<file path="config.mk">
export PLATFORM = sky130hd
export DESIGN_NAME = mem_port_arbiter_flat
export DESIGN_NICKNAME = d
export VERILOG_FILES = /design/src/rtl/mem_port_arbiter_if.sv /design/src/rtl/mem_port_arbiter.sv /design/src/flat_wrapper.sv
export SDC_FILE = /design/constraint.sdc
export NUM_CORES = 1
export LEC_CHECK = 0
export BUFFER_PORTS_ARGS = -buffer_cell sky130_fd_sc_hd__clkbuf_2
export CAP_MARGIN = 20
export CORE_AREA = 2 2 112 114
export CTS_CLUSTER_DIAMETER = 150
export CTS_CLUSTER_SIZE = 8
export DETAILED_ROUTE_END_ITERATION = 6
export DIE_AREA = 0 0 114 116
export GPL_ROUTABILITY_DRIVEN = 0
export PLACE_DENSITY = 0.82
export SLEW_MARGIN = 0
export SYNTH_ARGS = -nofsm -noshare
export SYNTH_HDL_FRONTEND = slang
export SYNTH_SLANG_ARGS = --single-unit
</file>
<file path="constraint.sdc">
create_clock -name clk -period 3.28 [get_ports clk]
set_input_delay 0.492 -clock clk [delete_from_list [all_inputs] [get_ports clk]]
set_output_delay 0.492 -clock clk [all_outputs]
set_load 0.02 [all_outputs]
</file>
<file path="src/rtl/mem_port_arbiter_if.sv">
// Bundled requester, status and memory-side signals of mem_port_arbiter.
// slave is the arbiter's view; master is the requester/memory side.
interface mem_port_arbiter_if #(
    parameter int AW = 32,
    parameter int DW = 32
);
    logic              r0_req;
    logic              r0_we;
    logic [AW-1:0]     r0_addr;
    logic [DW-1:0]     r0_wdata;
    logic [DW/8-1:0]   r0_wstrb;
    logic              r0_done;

    logic              r1_req;
    logic              r1_we;
    logic [AW-1:0]     r1_addr;
    logic [DW-1:0]     r1_wdata;
    logic [DW/8-1:0]   r1_wstrb;
    logic              r1_done;

    logic [DW-1:0]     rdata;
    logic              busy;
    logic              owner;

    logic              mem_en;
    logic              mem_we;
    logic [AW-1:0]     mem_addr;
    logic [DW-1:0]     mem_wdata;
    logic [DW/8-1:0]   mem_wstrb;
    logic [DW-1:0]     mem_rdata;

    // Observation only: FSM state (0 IDLE, 1 ACCESS, 2 RESP) and starvation count.
    logic [1:0]        dbg_state;
    logic [3:0]        dbg_starve;

    // Handshake: req is held until the matching one-cycle done pulse; the
    // requester drops or replaces it on the edge after done.
    modport slave (
        input  r0_req, r0_we, r0_addr, r0_wdata, r0_wstrb,
        input  r1_req, r1_we, r1_addr, r1_wdata, r1_wstrb,
        input  mem_rdata,
        output r0_done, r1_done, rdata, busy, owner,
        output mem_en, mem_we, mem_addr, mem_wdata, mem_wstrb,
        output dbg_state, dbg_starve
    );

    modport master (
        output r0_req, r0_we, r0_addr, r0_wdata, r0_wstrb,
        output r1_req, r1_we, r1_addr, r1_wdata, r1_wstrb,
        output mem_rdata,
        input  r0_done, r1_done, rdata, busy, owner,
        input  mem_en, mem_we, mem_addr, mem_wdata, mem_wstrb,
        input  dbg_state, dbg_starve
    );
endinterface

</file>
<file path="src/rtl/mem_port_arbiter.sv">
// Two-requester arbiter for the unified memory port: fixed priority to r0 with
// an r1 anti-starvation counter, or round-robin ties when MEM_ARB_RR_EN is defined.
module mem_port_arbiter #(
    parameter int AW         = 32,
    parameter int DW         = 32,
    parameter int MEM_LAT    = 1,
    parameter int STARVE_MAX = 4
) (
    input  logic               clk,
    input  logic               resetn,
    mem_port_arbiter_if.slave  bus
);
    localparam int SW = DW / 8;
    localparam logic [3:0] LAT_LOAD = 4'(MEM_LAT - 1);

    typedef enum logic [1:0] {
        IDLE   = 2'd0,
        ACCESS = 2'd1,
        RESP   = 2'd2
    } state_t;

    state_t          state_q;
    logic [3:0]      lat_cnt_q;
    logic            mem_en_q;
    logic            mem_we_q;
    logic [AW-1:0]   mem_addr_q;
    logic [DW-1:0]   mem_wdata_q;
    logic [SW-1:0]   mem_wstrb_q;
    logic            r0_done_q;
    logic            r1_done_q;
    logic [DW-1:0]   rdata_q;
    logic            busy_q;
    logic            owner_q;
    logic            win_r1;
    logic            any_req;

`ifdef MEM_ARB_RR_EN
    logic            last_owner_q;
`else
    localparam logic [3:0] STARVE_LIM = 4'(STARVE_MAX);
    logic [3:0]      starve_cnt_q;
    logic [3:0]      starve_cnt_d;
`endif

    assign any_req = bus.r0_req | bus.r1_req;

    always_comb begin
        win_r1 = 1'b0;
        if (bus.r1_req && !bus.r0_req) begin
            win_r1 = 1'b1;
        end else if (bus.r1_req && bus.r0_req) begin
`ifdef MEM_ARB_RR_EN
            win_r1 = ~last_owner_q;
`else
            win_r1 = (starve_cnt_q == STARVE_LIM);
`endif
        end
    end

`ifndef MEM_ARB_RR_EN
    // Counts r0 wins over a waiting r1; only an r1 grant clears it.
    always_comb begin
        starve_cnt_d = starve_cnt_q;
        if (state_q == IDLE && any_req) begin
            if (win_r1) begin
                starve_cnt_d = 4'd0;
            end else if (bus.r1_req && starve_cnt_q != STARVE_LIM) begin
                starve_cnt_d = starve_cnt_q + 4'd1;
            end
        end
    end
`endif

    always_ff @(posedge clk) begin
        if (!resetn) begin
            state_q     <= IDLE;
            lat_cnt_q   <= 4'd0;
            mem_en_q    <= 1'b0;
            mem_we_q    <= 1'b0;
            mem_addr_q  <= '0;
            mem_wdata_q <= '0;
            mem_wstrb_q <= '0;
            r0_done_q   <= 1'b0;
            r1_done_q   <= 1'b0;
            rdata_q     <= '0;
            busy_q      <= 1'b0;
            owner_q     <= 1'b0;
`ifdef MEM_ARB_RR_EN
            last_owner_q <= 1'b1;
`else
            starve_cnt_q <= 4'd0;
`endif
        end else begin
            r0_done_q <= 1'b0;
            r1_done_q <= 1'b0;
`ifndef MEM_ARB_RR_EN
            starve_cnt_q <= starve_cnt_d;
`endif
            case (state_q)
                IDLE: begin
                    if (any_req) begin
                        // The memory-side registers double as the latched request.
                        owner_q     <= win_r1;
                        mem_en_q    <= 1'b1;
                        mem_we_q    <= win_r1 ? bus.r1_we    : bus.r0_we;
                        mem_addr_q  <= win_r1 ? bus.r1_addr  : bus.r0_addr;
                        mem_wdata_q <= win_r1 ? bus.r1_wdata : bus.r0_wdata;
                        mem_wstrb_q <= win_r1 ? bus.r1_wstrb : bus.r0_wstrb;
                        lat_cnt_q   <= LAT_LOAD;
                        busy_q      <= 1'b1;
                        state_q     <= ACCESS;
`ifdef MEM_ARB_RR_EN
                        last_owner_q <= win_r1;
`endif
                    end
                end
                ACCESS: begin
                    if (lat_cnt_q == 4'd0) begin
                        rdata_q   <= bus.mem_rdata;
                        mem_en_q  <= 1'b0;
                        mem_we_q  <= 1'b0;
                        r0_done_q <= ~owner_q;
                        r1_done_q <= owner_q;
                        state_q   <= RESP;
                    end else begin
                        lat_cnt_q <= lat_cnt_q - 4'd1;
                    end
                end
                RESP: begin
                    busy_q  <= 1'b0;
                    state_q <= IDLE;
                end
                default: begin
                    mem_en_q <= 1'b0;
                    mem_we_q <= 1'b0;
                    busy_q   <= 1'b0;
                    state_q  <= IDLE;
                end
            endcase
        end
    end

    assign bus.mem_en     = mem_en_q;
    assign bus.mem_we     = mem_we_q;
    assign bus.mem_addr   = mem_addr_q;
    assign bus.mem_wdata  = mem_wdata_q;
    assign bus.mem_wstrb  = mem_wstrb_q;
    assign bus.r0_done    = r0_done_q;
    assign bus.r1_done    = r1_done_q;
    assign bus.rdata      = rdata_q;
    assign bus.busy       = busy_q;
    assign bus.owner      = owner_q;
    assign bus.dbg_state  = state_q;
`ifdef MEM_ARB_RR_EN
    assign bus.dbg_starve = 4'd0;
`else
    assign bus.dbg_starve = starve_cnt_q;
`endif
endmodule

</file>
<file path="src/flat_wrapper.sv">
// flat-port wrapper written by rule: the top's interface ports become plain ports
module mem_port_arbiter_flat 
#(
    parameter int AW         = 32,
    parameter int DW         = 32,
    parameter int MEM_LAT    = 1,
    parameter int STARVE_MAX = 4
)
  (clk, resetn, bus_r0_req, bus_r0_we, bus_r0_addr, bus_r0_wdata, bus_r0_wstrb, bus_r1_req, bus_r1_we, bus_r1_addr, bus_r1_wdata, bus_r1_wstrb, bus_mem_rdata, bus_r0_done, bus_r1_done, bus_rdata, bus_busy, bus_owner, bus_mem_en, bus_mem_we, bus_mem_addr, bus_mem_wdata, bus_mem_wstrb, bus_dbg_state, bus_dbg_starve);
  mem_port_arbiter_if #(.AW(AW), .DW(DW)) bus_i ();
  input  logic clk;
  input  logic resetn;
  input wire logic [$bits(bus_i.r0_req)-1:0] bus_r0_req;
  input wire logic [$bits(bus_i.r0_we)-1:0] bus_r0_we;
  input wire logic [$bits(bus_i.r0_addr)-1:0] bus_r0_addr;
  input wire logic [$bits(bus_i.r0_wdata)-1:0] bus_r0_wdata;
  input wire logic [$bits(bus_i.r0_wstrb)-1:0] bus_r0_wstrb;
  input wire logic [$bits(bus_i.r1_req)-1:0] bus_r1_req;
  input wire logic [$bits(bus_i.r1_we)-1:0] bus_r1_we;
  input wire logic [$bits(bus_i.r1_addr)-1:0] bus_r1_addr;
  input wire logic [$bits(bus_i.r1_wdata)-1:0] bus_r1_wdata;
  input wire logic [$bits(bus_i.r1_wstrb)-1:0] bus_r1_wstrb;
  input wire logic [$bits(bus_i.mem_rdata)-1:0] bus_mem_rdata;
  output wire logic [$bits(bus_i.r0_done)-1:0] bus_r0_done;
  output wire logic [$bits(bus_i.r1_done)-1:0] bus_r1_done;
  output wire logic [$bits(bus_i.rdata)-1:0] bus_rdata;
  output wire logic [$bits(bus_i.busy)-1:0] bus_busy;
  output wire logic [$bits(bus_i.owner)-1:0] bus_owner;
  output wire logic [$bits(bus_i.mem_en)-1:0] bus_mem_en;
  output wire logic [$bits(bus_i.mem_we)-1:0] bus_mem_we;
  output wire logic [$bits(bus_i.mem_addr)-1:0] bus_mem_addr;
  output wire logic [$bits(bus_i.mem_wdata)-1:0] bus_mem_wdata;
  output wire logic [$bits(bus_i.mem_wstrb)-1:0] bus_mem_wstrb;
  output wire logic [$bits(bus_i.dbg_state)-1:0] bus_dbg_state;
  output wire logic [$bits(bus_i.dbg_starve)-1:0] bus_dbg_starve;
  assign bus_i.r0_req = bus_r0_req;
  assign bus_i.r0_we = bus_r0_we;
  assign bus_i.r0_addr = bus_r0_addr;
  assign bus_i.r0_wdata = bus_r0_wdata;
  assign bus_i.r0_wstrb = bus_r0_wstrb;
  assign bus_i.r1_req = bus_r1_req;
  assign bus_i.r1_we = bus_r1_we;
  assign bus_i.r1_addr = bus_r1_addr;
  assign bus_i.r1_wdata = bus_r1_wdata;
  assign bus_i.r1_wstrb = bus_r1_wstrb;
  assign bus_i.mem_rdata = bus_mem_rdata;
  assign bus_r0_done = bus_i.r0_done;
  assign bus_r1_done = bus_i.r1_done;
  assign bus_rdata = bus_i.rdata;
  assign bus_busy = bus_i.busy;
  assign bus_owner = bus_i.owner;
  assign bus_mem_en = bus_i.mem_en;
  assign bus_mem_we = bus_i.mem_we;
  assign bus_mem_addr = bus_i.mem_addr;
  assign bus_mem_wdata = bus_i.mem_wdata;
  assign bus_mem_wstrb = bus_i.mem_wstrb;
  assign bus_dbg_state = bus_i.dbg_state;
  assign bus_dbg_starve = bus_i.dbg_starve;
  mem_port_arbiter #(.AW(AW), .DW(DW), .MEM_LAT(MEM_LAT), .STARVE_MAX(STARVE_MAX)) u_core (.clk(clk), .resetn(resetn), .bus(bus_i));
endmodule
</file>
==> impl_metrics.yaml <==
status:
  outcome: "finished clean"
critical_path:
  path_delay_family: "simple AND/OR/NAND/NOR gates"
  cp-start-kind: "register"
  crit_chain: "inv_1 > ha_1 > nor3b_1 > nand2_1 > nand2_1 > a21boi_0"
  cp_slowest_stage_delay_ns: 0.72
  path_buf_inv: 1
  worst_path_most_repeated_cell: "nand2_1"
  path_class: "reg -> reg"
  path_max_fanout: 32
  critical_path_arrival_ns: 2.40
  worstSetupEndpointType: "register"
  cpMaxStageDelayCell: "nand2_1"
  cp.required_ns: 3.56
floorplanning:
  num_rows: 40
  io_pins: 286
  start_util: 0.396
  core_area_mm2: 0.0119
  die_height_um: 116
  die_x_um: 114
  die-area_mm2: 0.0132
clocking:
  clock_latency_ns: 0.40
  cts_buffer_depth: 2
  cts_resized: 0
  clk_pin_slew_ns: 0.05
  cts_setup_buffers: 0
  cts-hold-fix-buffers: 0
  numCtsBuffers: 17
  ctsRootBufferMaster: "clkbuf_16"
  cts_max_level: 4
  clock_sinks: 116
  cts_tree: "done"
timing:
  final_hold_viol_count: 0
  fin_crit_ns: 2.13
  skew_ns: 0.00871
  drv_slew: 0
  tightest_slew_ns: 1.08
  fmax_mhz: 470
  rsz0062_at_grt: "false"
  setup_tns_ns: 0
  min_period_over_period: 0.649
  max_slew_margin: 0.278
  finalSetupViolCount: 0
power_and_ir_drop:
  swShare: 0.270
  p_seq_frac: 0.396
  switchingPower_mw: 1.09
  intPower_mw: 2.94
  comb_power_share: 0.159
  power.total_mw: 4.03
  p_leak_nw: 3.21
  vdd_drop_max_v: 0.000250
  clockPowerShare: 0.445
  power.density_mw_per_mm2: 595
synthesis:
  synth.distinct_cells: 32
  async_flop_share: 0
  synth_top_cell_area_share: 0.493
  syn_nets: 696
  ys.flop_type: "dfxtp_1"
  synthTopCellsByArea: "dfxtp_1 49%, mux2i_1 15%, nand2_1 11%, o21ai_0 7.6%, a21boi_0 4.3%"
  syn_area_mm2: 0.00471
  yosysWarningCount: 0
  yosysTopAreaCell: "dfxtp_1"
  syn_inst: 518
  ys_seq_area_frac: 0.493
  syn_area_per_cell_um2: 9.10
  synth.ff_latch_count: 116
  synth_edf_count: 0
drt:
  finalWirelength_mm: 12.6
  drtPass1Iterations: 4
  drt-initial-drc-count: 216
  antenna_left: 0
  vias_per_cell: 4.72
  wl_per_cell_um: 13.2
  vias: 4501
  route.detailed.drc: 0
place:
  dp_hpwl_mm: 9.30
  portBuffers: 285
grt:
  grt_pass1_wl_mm: 19.2
  grt_usage: 0.184
  grt_pass1_vias: 4099
  antenna_found_initial: 0
  gr-total-overflow: 0
  grt_max_degree: 72
layout:
  diodes: 0
  final_common_cell: "clkbuf_2"
  nets: 971
  fill_cells: 1105
  syn_to_final_growth_pct: 43.7
  drive_gt1_frac: 0.401
  mostFrequentLayoutCells: "285 x clkbuf_2, 142 x nand2_1, 116 x dfxtp_1"
flow_run:
  maxCapViolations: 0
worst_hold_path:
  hold_path.class: "in -> reg"
final timing paths:
path	startpoint	to	slack, ns	cells after the start
setup / recovery	u_core.lat_cnt_q[0]	u_core.bus.rdata[7]	1.15	6
hold / removal	bus_mem_rdata[26]	u_core.bus.rdata[26]	0.31	3
setup reg to reg	u_core.lat_cnt_q[0]	u_core.bus.rdata[7]	1.15	6
hold reg to reg	u_core.bus.mem_addr[9]	u_core.bus.mem_addr[9]	0.45	2
worst reg2reg max path: cells and delay by family, from the launching register on:
kind | cells | cell delay (ns)
compound gates | 1 | 0.11
buf+inv | 1 | 0.08
flops | 1 | 0.32
simple gates | 3 | 1.34
fa+ha+maj | 1 | 0.16
power by group through the flow:
stage,Clock [mW],Sequential (mW),Combinational [mW]
2_1_floorplan,0,1.76,0.230
3_3_place_gp,0,1.62,0.638
3_5_place_dp,0,1.62,0.647
4_1_cts,1.85,1.60,0.649
5_1_grt,1.92,1.61,0.700
6_report,1.79,1.59,0.639
sequential cells by signal (all words and copies together), names as in the netlist:
name,flops
u_core.bus.mem_wstrb,4
u_core.bus.rdata,32
u_core.bus.mem_we,1
u_core.bus.mem_addr,32
u_core.bus.owner,1
u_core.bus.dbg_state,2
u_core.bus.busy,1
u_core.bus.dbg_starve,4
u_core.bus.r0_done,1
u_core.bus.mem_en,1
u_core.bus.mem_wdata,32
u_core.lat_cnt_q,4
u_core.bus.r1_done,1
cell usage after synthesis, types with 2 or more instances:
cell type	number
nand2_1	142
dfxtp_1	116
o21ai_0	72
mux2i_1	69
a21boi_0	27
clkbuf_1	22
a21boi_1	12
buf_6	8
nand3_1	5
nor2_1	5
ha_1	4
inv_1	4
and3_1	3
buf_4	3
nor2b_1	3
xor2_1	3
nand2b_1	2
nand3b_1	2
nor3_1	2
or3_1	2
metal layers:
layer | GRT usage | up-vias | part of all wire | wire, µm
met5 | 0 | - | 0 | 0
met4 | 0.0837 | 0 | 0.019 | 242
met3 | 0.0617 | 16 | 0.074 | 927
met2 | 0.327 | 179 | 0.51 | 6400
met1 | 0.200 | 1998 | 0.40 | 5030
li1 | - | 2308 | - | -
layout make-up:
type	count	area, µm²	share of cell area
multi-input combinational	364	2190	0.323
timing repair buffer	290	1480	0.218
sequential	116	2320	0.343
inverter	4	15.0	0.00222
tap	147	184	0.0272
clock inverter	11	128	0.0188
clock buffer	21	460	0.0680
metrics by stage:
stage                     hold slack, ns  instance area [µm²]  utilization  cells  setup WS [ns]
after global placement             0.433                 6180        0.519    921           1.28
after CTS                          0.291                 6770        0.569    953           1.19
after detailed placement           0.441                 6180        0.519    921           1.20
final                              0.315                 6770        0.569    953           1.15
after global routing               0.298                 6770        0.569    953          0.906
after floorplan                    0.468                 4710            -    518           1.53
cells by family after synthesis:
logic type | share of synthesized area
buf+inv | 0.0457
fa+ha+maj | 0.0106
xor+xnor | 0.00558
flops | 0.493
simple gates | 0.154
compound gates | 0.145
mux | 0.147
Note: power is estimated with default switching activity, not from simulation.
